--- src/rtl/veririsc_pkg.sv ---
// Shared VeriRISC encodings: opcodes, sequencer phases and the controller strobe bundle.
package veririsc_pkg;

    localparam logic [2:0] OP_HLT = 3'b000;
    localparam logic [2:0] OP_SKZ = 3'b001;
    localparam logic [2:0] OP_ADD = 3'b010;
    localparam logic [2:0] OP_AND = 3'b011;
    localparam logic [2:0] OP_XOR = 3'b100;
    localparam logic [2:0] OP_LDA = 3'b101;
    localparam logic [2:0] OP_STO = 3'b110;
    localparam logic [2:0] OP_JMP = 3'b111;

    localparam logic [2:0] PH_INST_ADDR  = 3'd0;
    localparam logic [2:0] PH_INST_FETCH = 3'd1;
    localparam logic [2:0] PH_INST_LOAD  = 3'd2;
    localparam logic [2:0] PH_IDLE       = 3'd3;
    localparam logic [2:0] PH_OP_ADDR    = 3'd4;
    localparam logic [2:0] PH_OP_FETCH   = 3'd5;
    localparam logic [2:0] PH_ALU_OP     = 3'd6;
    localparam logic [2:0] PH_STORE      = 3'd7;

    typedef struct packed {
        logic sel;
        logic rd;
        logic ld_ir;
        logic inc_pc;
        logic ld_pc;
        logic ld_ac;
        logic wr;
        logic data_e;
        logic halt;
        logic instr_done;
    } ctrl_t;

    // Opcodes whose result comes from the ALU and therefore read an operand from memory.
    function automatic logic is_aluop(input logic [2:0] op);
        return (op == OP_ADD) || (op == OP_AND) || (op == OP_XOR) || (op == OP_LDA);
    endfunction

endpackage

--- src/rtl/veririsc_ctrl_decode.sv ---
// Phase/opcode decode into datapath strobes and levels.
// Latency: purely combinational, zero cycles.
// Backpressure: en low suppresses every strobe; levels stay driven.
module veririsc_ctrl_decode
    import veririsc_pkg::*;
(
    input  logic [2:0] phase,
    input  logic       halted,
    input  logic [2:0] opcode,
    input  logic       zero,
    input  logic       en,
    output ctrl_t      ctrl
);

    logic  alu_op;
    ctrl_t raw;

    assign alu_op = is_aluop(opcode);

    always_comb begin
        raw = '0;
        if (halted) begin
            raw.halt = 1'b1;
        end else begin
            case (phase)
                PH_INST_ADDR: begin
                    raw.sel = 1'b1;
                end
                PH_INST_FETCH: begin
                    raw.sel = 1'b1;
                    raw.rd  = 1'b1;
                end
                PH_INST_LOAD, PH_IDLE: begin
                    raw.sel   = 1'b1;
                    raw.rd    = 1'b1;
                    raw.ld_ir = 1'b1;
                end
                PH_OP_ADDR: begin
                    raw.inc_pc = 1'b1;
                    raw.halt   = (opcode == OP_HLT);
                end
                PH_OP_FETCH: begin
                    raw.rd = alu_op;
                end
                PH_ALU_OP: begin
                    raw.rd     = alu_op;
                    raw.inc_pc = (opcode == OP_SKZ) && zero;
                    raw.ld_pc  = (opcode == OP_JMP);
                    raw.data_e = (opcode == OP_STO);
                end
                PH_STORE: begin
                    raw.rd         = alu_op;
                    raw.ld_ac      = alu_op;
                    raw.inc_pc     = (opcode == OP_JMP);
                    raw.ld_pc      = (opcode == OP_JMP);
                    raw.data_e     = (opcode == OP_STO);
                    raw.wr         = (opcode == OP_STO);
                    raw.instr_done = 1'b1;
                end
                default: ;
            endcase
        end
    end

    // Gating strobes with en keeps a stalled phase from repeating its side effect.
    always_comb begin
        ctrl            = raw;
        ctrl.ld_ir      = raw.ld_ir      & en;
        ctrl.inc_pc     = raw.inc_pc     & en;
        ctrl.ld_pc      = raw.ld_pc      & en;
        ctrl.ld_ac      = raw.ld_ac      & en;
        ctrl.wr         = raw.wr         & en;
        ctrl.instr_done = raw.instr_done & en;
    end

endmodule

--- src/rtl/veririsc_controller.sv ---
// VeriRISC eight-phase instruction sequencer: phase counter plus sticky halt flag.
// Latency: outputs combinational from registered phase and current opcode/zero.
// Backpressure: en=0 holds the phase and masks strobes; halted ignores en until reset.
module veririsc_controller
    import veririsc_pkg::*;
#(
    parameter int OPCODE_WIDTH = 3,
    parameter int PHASE_WIDTH  = 3
) (
    input  logic                    clk,
    input  logic                    rst_,
    input  logic                    en,
    input  logic [OPCODE_WIDTH-1:0] opcode,
    input  logic                    zero,
    output logic                    sel,
    output logic                    rd,
    output logic                    ld_ir,
    output logic                    inc_pc,
    output logic                    ld_pc,
    output logic                    ld_ac,
    output logic                    wr,
    output logic                    data_e,
    output logic                    halt,
    output logic [PHASE_WIDTH-1:0]  phase,
    output logic                    instr_done
);

    logic [PHASE_WIDTH-1:0] phase_q;
    logic                   halted_q;
    ctrl_t                  ctrl;

    // Halting leaves phase_q at OP_ADDR, which is what the debug output shows while halted.
    always_ff @(posedge clk) begin
        if (!rst_) begin
            phase_q  <= PH_INST_ADDR;
            halted_q <= 1'b0;
        end else if (!halted_q && en) begin
            if (phase_q == PH_OP_ADDR && opcode == OP_HLT) begin
                halted_q <= 1'b1;
            end else begin
                phase_q <= phase_q + 1'b1;
            end
        end
    end

    veririsc_ctrl_decode u_decode (
        .phase  (phase_q),
        .halted (halted_q),
        .opcode (opcode),
        .zero   (zero),
        .en     (en),
        .ctrl   (ctrl)
    );

    // Reset forces everything low so an abandoned instruction cannot fire a strobe.
    assign {sel, rd, ld_ir, inc_pc, ld_pc, ld_ac, wr, data_e, halt, instr_done} =
        rst_ ? ctrl : '0;
    assign phase = rst_ ? phase_q : '0;

endmodule
--- config.mk ---
export PLATFORM = sky130hd
export DESIGN_NAME = veririsc_controller
export DESIGN_NICKNAME = d
export VERILOG_FILES = /design/src/rtl/veririsc_pkg.sv /design/src/rtl/veririsc_ctrl_decode.sv /design/src/rtl/veririsc_controller.sv
export SDC_FILE = /design/constraint.sdc
export NUM_CORES = 1
export LEC_CHECK = 0
export ABC_AREA = 1
export CAP_MARGIN = 20
export CORE_AREA = 2 2 39 41
export DETAILED_ROUTE_END_ITERATION = 10
export DIE_AREA = 0 0 41 43
export GPL_TIMING_DRIVEN = 0
export PLACE_DENSITY = 0.67
export SYNTH_ARGS = -nofsm -noshare
export SYNTH_HDL_FRONTEND = slang
export SYNTH_HIERARCHICAL = 1
export SYNTH_SLANG_ARGS = --single-unit
--- constraint.sdc ---
create_clock -name clk -period 1.8 [get_ports clk]
set_clock_uncertainty 0.2 [all_clocks]
set_input_delay 0.54 -clock clk [delete_from_list [all_inputs] [get_ports clk]]
set_output_delay 0.54 -clock clk [all_outputs]
set_load 0.02 [all_outputs]
==> results.json, run 1 <==
{
  "ys.flop_type": "dfxtp_1",
  "synth_warnings": 6,
  "grt_max_degree": 11,
  "die-area_um2": 1760,
  "synthArstFlopShare": 0,
  "synth_common_cells": "nand2_1, inv_1, nor2_1, a21oi_1, nand3_1",
  "crit_end": "rd",
  "rsz0062_at_grt": "yes",
  "finalCritPeriodShare": 1.16,
  "diodes": 0,
  "cpMaxStageDelayCell": "or2_4",
  "nNetsFinal": 136,
  "failed_checks": "setup timing",
  "via_per_inst": 4.34,
  "grt_usage": 0.165,
  "syn_area_um2": 484,
  "synth_top_area_frac": 0.233,
  "cp.buffers_inverters": 5,
  "initial_core_util": 0.350,
  "ant_nets": 0,
  "drcViolationCount": 0,
  "port_buffers": 18,
  "holdWs_ns": 0.322,
  "htreeDepth": 1,
  "max_freq_mhz": 481,
  "worst_slack_ns": -0.281,
  "finalMaxSlewViolations": 0,
  "cts_buffers": 3,
  "start_kind": "input port",
  "drt_iter0_drc": 2,
  "pre_cts_ws_ns": -1.32,
  "tritoncts": "done",
  "finish.utilization": 0.643,
  "ir_worst_vdd_v": 0.000302,
  "p_leak_nw": 0.515,
  "syn-num-nets": 103,
  "die_y_um": 43,
  "synth_cell_type_count": 17,
  "p_per_area_nw_per_um2": 391,
  "worst_ep_required_time_ns": 1.06,
  "max_slew.worst_pin.slew_ns": 0.151,
  "critPathTopFamily": "simple AND/OR/NAND/NOR gates",
  "area_growth_pct": 83.7,
  "critPathMaxStageDelay_ns": 0.24,
  "status": "complete, but fails checks",
  "drv_cap": 0,
  "die_w_um": 41,
  "syn_inst": 94,
  "synth_edf_count": 0,
  "crit_start": "opcode[1]",
  "ys_seq_area_frac": 0.165,
  "grt_pass1_wl_um": 1990,
  "clock_latency_ns": 0.24,
  "cts.sinks": 4,
  "num_vias": 612,
  "syn_avg_cell_area_um2": 5.15,
  "r2r_start": "phase_q[0]$_SDFFE_PN0P_",
  "ys_ff_latch": 4,
  "reg2reg_slack_ns": 0.24,
  "antenna_found_initial": 0,
  "dr.pass1.iters": 2,
  "reg2reg_depth": 9,
  "finalHoldViolCount": 0,
  "path_clk_slew_ns": 0.04,
  "cp_max_fo": 4,
  "crit_path_frequent_cell": "nand2_1",
  "grt_pass1_vias": 511,
  "r2r-end": "phase_q[0]$_SDFFE_PN0P_",
  "core-area_um2": 1380,
  "row_count": 14,
  "clockBufferDepth": 2,
  "relSlewSlack": 0.899,
  "worst_hold_path_type": "register to register",
  "root_buffer": "clkbuf_4",
  "cts_hold_buf": 0,
  "routed_wl_um": 1260,
  "min_period_ns": 2.08,
  "gp_congestion": 0.726,
  "synth_area_leaders": "nand2_1, inv_1, dfxtp_1",
  "setup.worst_path.class": "input port to primary output",
  "path_depth": 10,
  "drive_above_1_share": 0.464,
  "grt-ovfl-total": 0,
  "setup_violations": 9,
  "wl_per_cell_um": 8.94,
  "crit_path_cell_trace": "buf_12 > nand2_8 > inv_4 > or2_4 > nand2_1 > nand2_1 > inv_1 > nand2_1 > inv_2 > buf_6",
  "cp.arrival_ns": 1.34,
  "dp_hpwl_um": 780,
  "crit_path_end_kind": "primary output",
  "yosysMostFrequentCell": "nand2_1",
  "io-pin-count": 20,
  "synth_largest_area_cell": "nand2_1",
  "finalPower_uw": 348
}
power by group:
part | internal (mW) | total, mW | switching [mW] | leakage (nW)
Combinational | 0.0679 | 0.134 | 0.0662 | 0.466
Clock | 0.0746 | 0.112 | 0.0376 | 0.0138
Sequential | 0.0917 | 0.101 | 0.00977 | 0.0356
Total | 0.234 | 0.348 | 0.114 | 0.515
cell type report:
| cell class | instances | area, µm² |
|---|---|---|
| fillers | 132 | 494 |
| multi-input cells | 63 | 365 |
| repair buffers | 28 | 272 |
| inverters | 25 | 96.3 |
| flip-flops and latches | 4 | 95.1 |
| clock buffers | 3 | 22.5 |
| well taps | 16 | 20.0 |
| plain buffers | 2 | 18.8 |
cell usage in the layout, fill, tap and decap left out:
cell type,instances
nand3_1,4
a21oi_1,4
ha_1,2
nor3_1,1
inv_1,18
nor3_4,1
buf_12,2
clkbuf_2,2
nor2_4,4
inv_2,6
or2_4,1
nand2_1,27
buf_6,13
dlygate4sd2_1,1
nand2_8,1
nand3_2,1
clkbuf_4,3
inv_4,1
o21ai_1,1
buf_4,10
dfxtp_4,4
nor2_1,8
a21oi_2,1
nand2_2,3
nor2_2,2
buf_2,2
a21boi_1,1
and3_4,1
registers in the layout, indices dropped and copies added, names as in the netlist:
| name | flops |
|---|---|
| halted_q | 1 |
| phase_q | 3 |
tightest hold or removal path, stage by stage, from the launching register on:
cell and delay (ns):
dfxtp_4 0.36, inv_1 0.05, a21boi_1 0.06
worst min path at each step:
stage / depth (start not counted) / end / from
global placement: 2 / halted_q$_SDFFE_PN0P_ / halted_q$_SDFFE_PN0P_
detailed placement: 2 / halted_q$_SDFFE_PN0P_ / halted_q$_SDFFE_PN0P_
floorplan: 2 / halted_q$_SDFFE_PN0P_ / halted_q$_SDFFE_PN0P_
CTS: 2 / halted_q$_SDFFE_PN0P_ / halted_q$_SDFFE_PN0P_
finish: 2 / halted_q$_SDFFE_PN0P_ / halted_q$_SDFFE_PN0P_
global route: 3 / phase_q[2]$_SDFFE_PN0P_ / rst_
what timing repair did:
action                                  4_1_cts  5_1_grt
buffers inserted                              6        4
endpoints found under the setup margin       13       12
gates resized for setup                     114       14
gates cloned                                  0        0
hold endpoints to repair                      0        0
pin swaps                                    10        9
cells by family after synthesis:
logic type | count (synthesis) | synth area share
AO/OA/AOI/OAI | 7 | 0.0775
adder cells (fa/ha/maj) | 2 | 0.0517
buffers and inverters | 27 | 0.227
flip-flops | 4 | 0.165
AND/OR/NAND/NOR | 54 | 0.478
metal layers:
layer	vias to the layer above	part of all wire	GRT usage
met1	257	0.40	0.197
met2	16	0.54	0.256
met3	4	0.036	0.0314
met4	0	0.026	0.100
li1	335	-	-
met5	-	0	0
stage by stage:
step / instances / area [µm²] / TNS (ns)
finish: 141 / 890 / -1.59
floorplan: 94 / 500 / -0.111
CTS: 137 / 832 / -1.30
global route: 141 / 890 / -2.31
global placement: 128 / 701 / -11.60
detailed placement: 128 / 701 / -11.73
Note: power is estimated with default switching activity, not from simulation.
==> run 2: changes to the inputs <==
==> constraint.sdc (replaced) <==
create_clock -name clk -period 1.8 [get_ports clk]
set_clock_uncertainty 0.2 [all_clocks]
set_input_delay 0.54 -clock clk [delete_from_list [all_inputs] [get_ports clk]]
set_output_delay 0.54 -clock clk [all_outputs]
set_load 0.005 [all_outputs]
==> results.json, run 2 (synthesized netlist as in run 1, its figures left out) <==
{
  "status": "complete, but fails checks",
  "failed_checks": "setup timing",
  "path_depth": 8,
  "crit_start": "phase_q[2]$_SDFFE_PN0P_",
  "timing.setup.tns_ns": -1.69,
  "die-area_um2": 1760,
  "worst_hold_path_type": "register to register",
  "worst_ep_required_time_ns": 1.06,
  "io-pin-count": 20,
  "dr.pass1.iters": 4,
  "tritoncts": "done",
  "clock_latency_ns": 0.23,
  "row_count": 14,
  "setup_violations": 9,
  "grt_pass1_vias": 589,
  "r2r_start": "phase_q[0]$_SDFFE_PN0P_",
  "start_kind": "register",
  "core-area_um2": 1380,
  "grtUsageMet3": 0.0733,
  "finalPower_uw": 362,
  "ir_worst_vdd_v": 0.000459,
  "critPathTopFamily": "simple AND/OR/NAND/NOR gates",
  "diodes": 0,
  "rsz0062_at_grt": "yes",
  "via_per_inst": 4.66,
  "num_vias": 708,
  "finalHoldViolCount": 0,
  "cpMaxStageDelayCell": "dfxtp_4",
  "largest_reg_flops": 3,
  "grt_usage": 0.193,
  "min_period_ns": 2.10,
  "holdWs_ns": 0.349,
  "grt_busiest_layer": "met2",
  "p_leak_nw": 0.576,
  "p_per_area_nw_per_um2": 370,
  "relSlewSlack": 0.899,
  "final_common_cell": "nand2_1",
  "cts_hold_buf": 0,
  "finalMaxSlewViolations": 0,
  "dp_hpwl_um": 804,
  "post_dp_cell_area_um2": 701,
  "cp.arrival_ns": 1.36,
  "routed_wl_um": 1710,
  "use_met1": 0.196,
  "wl_per_cell_um": 11.3,
  "max_slew.worst_pin.slew_ns": 0.151,
  "cp.buffers_inverters": 3,
  "gp_congestion": 0.745,
  "antenna_found_initial": 0,
  "crit_path_end_kind": "primary output",
  "nNetsFinal": 147,
  "reg.largest.list": "phase_q (3), halted_q (1)",
  "die_y_um": 43,
  "path_clk_slew_ns": 0.04,
  "drive_above_1_share": 0.537,
  "grt-ovfl-total": 0,
  "area_growth_pct": 102,
  "cts_buffers": 3,
  "initial_core_util": 0.350,
  "root_buffer": "clkbuf_4",
  "grt_pass1_wl_um": 2330,
  "port_buffers": 18,
  "r2r-end": "phase_q[1]$_SDFFE_PN0P_",
  "setup.worst_path.class": "register to primary output",
  "final_cell_area_um2": 976,
  "crit_path_frequent_cell": "nand2_1",
  "grt_max_degree": 9,
  "cts.sinks": 4,
  "drcViolationCount": 0,
  "drt_iter0_drc": 8,
  "max_freq_mhz": 475,
  "clockBufferDepth": 2,
  "regMostFlops": "phase_q",
  "htreeDepth": 1,
  "reg2reg_depth": 9,
  "fill_cells": 122,
  "gr-usage-met2": 0.338,
  "layout_common_cells": "nand2_1, inv_1, buf_2, buf_4, buf_6",
  "die_w_um": 41,
  "crit_path_cell_trace": "buf_6 > nand3_4 > nor2_2 > nand2_1 > a21oi_2 > nand2_1 > inv_1 > buf_2",
  "cp_max_fo": 4,
  "crit_end": "inc_pc",
  "worst_slack_ns": -0.304,
  "ant_nets": 0,
  "finalCritPeriodShare": 1.17,
  "critPathMaxStageDelay_ns": 0.36,
  "drv_cap": 0,
  "worstHoldStart": "halted_q$_SDFFE_PN0P_",
  "reg2reg_slack_ns": 0.23
}
[run 2: changes by cell type in the layout (fill, tap and decap cells not counted), moves of 2 or more]
cell and delta:
buf_2 +10, buf_6 -3, inv_2 -3, nor2_1 -3, nor2_2 +3, buf_4 +2, clkdlybuf4s15_1 +2, inv_1 +2
nand2_1 -2, nor3_2 +2
[run 2: how the worst min path moves through the flow]
stage               cells after the start                       to  slack, ns
floorplan                               2    halted_q$_SDFFE_PN0P_       0.31
global placement                        2    halted_q$_SDFFE_PN0P_       0.34
detailed placement                      2    halted_q$_SDFFE_PN0P_       0.34
CTS                                     2    halted_q$_SDFFE_PN0P_       0.31
global route                            3  phase_q[0]$_SDFFE_PN0P_       0.36
finish                                  2    halted_q$_SDFFE_PN0P_       0.35
[run 2: where the power goes]
part / total [mW] / switching (mW) / internal [mW]
clock network: 0.108 / 0.0337 / 0.0744
logic: 0.153 / 0.0725 / 0.0809
registers: 0.100 / 0.00839 / 0.0917
total: 0.362 / 0.115 / 0.247
[run 2: tightest hold or removal path, cell delays in order, from the launching register on]
cell,delay [ns]
dfxtp_4,0.37
inv_1,0.07
a21boi_1,0.06
[run 2: layout make-up]
class / instances / area [µm²] / share of cell area
sequential: 4 / 95.1 / 0.0974
inverter: 25 / 98.8 / 0.101
buffer: 2 / 22.5 / 0.0231
multi-input combinational: 63 / 398 / 0.408
clock buffer: 3 / 22.5 / 0.0231
tap: 16 / 20.0 / 0.0205
timing repair buffer: 39 / 319 / 0.327
[run 2: routing by layer]
layer / vias up / wire length (µm)
li1: 359 / -
met1: 322 / 627
met2: 23 / 947
met3: 4 / 88
met4: 0 / 48
met5: - / 0
[run 2: stage by stage]
stage                util  worst slack, ns  instances
finish              0.705           -0.304        152
global route        0.705           -0.322        152
CTS                 0.656           -0.250        147
detailed placement  0.506            -1.22        128
global placement    0.506            -1.21        128
floorplan               -          -0.0109         94
[run 2: repair_timing]
| item | CTS | global route |
|---|---|---|
| cloned | 1 | 0 |
| gates resized for setup | 104 | 17 |
| setup buffers | 15 | 5 |
| pin swaps | 22 | 8 |
| setup endpoints to repair | 13 | 12 |
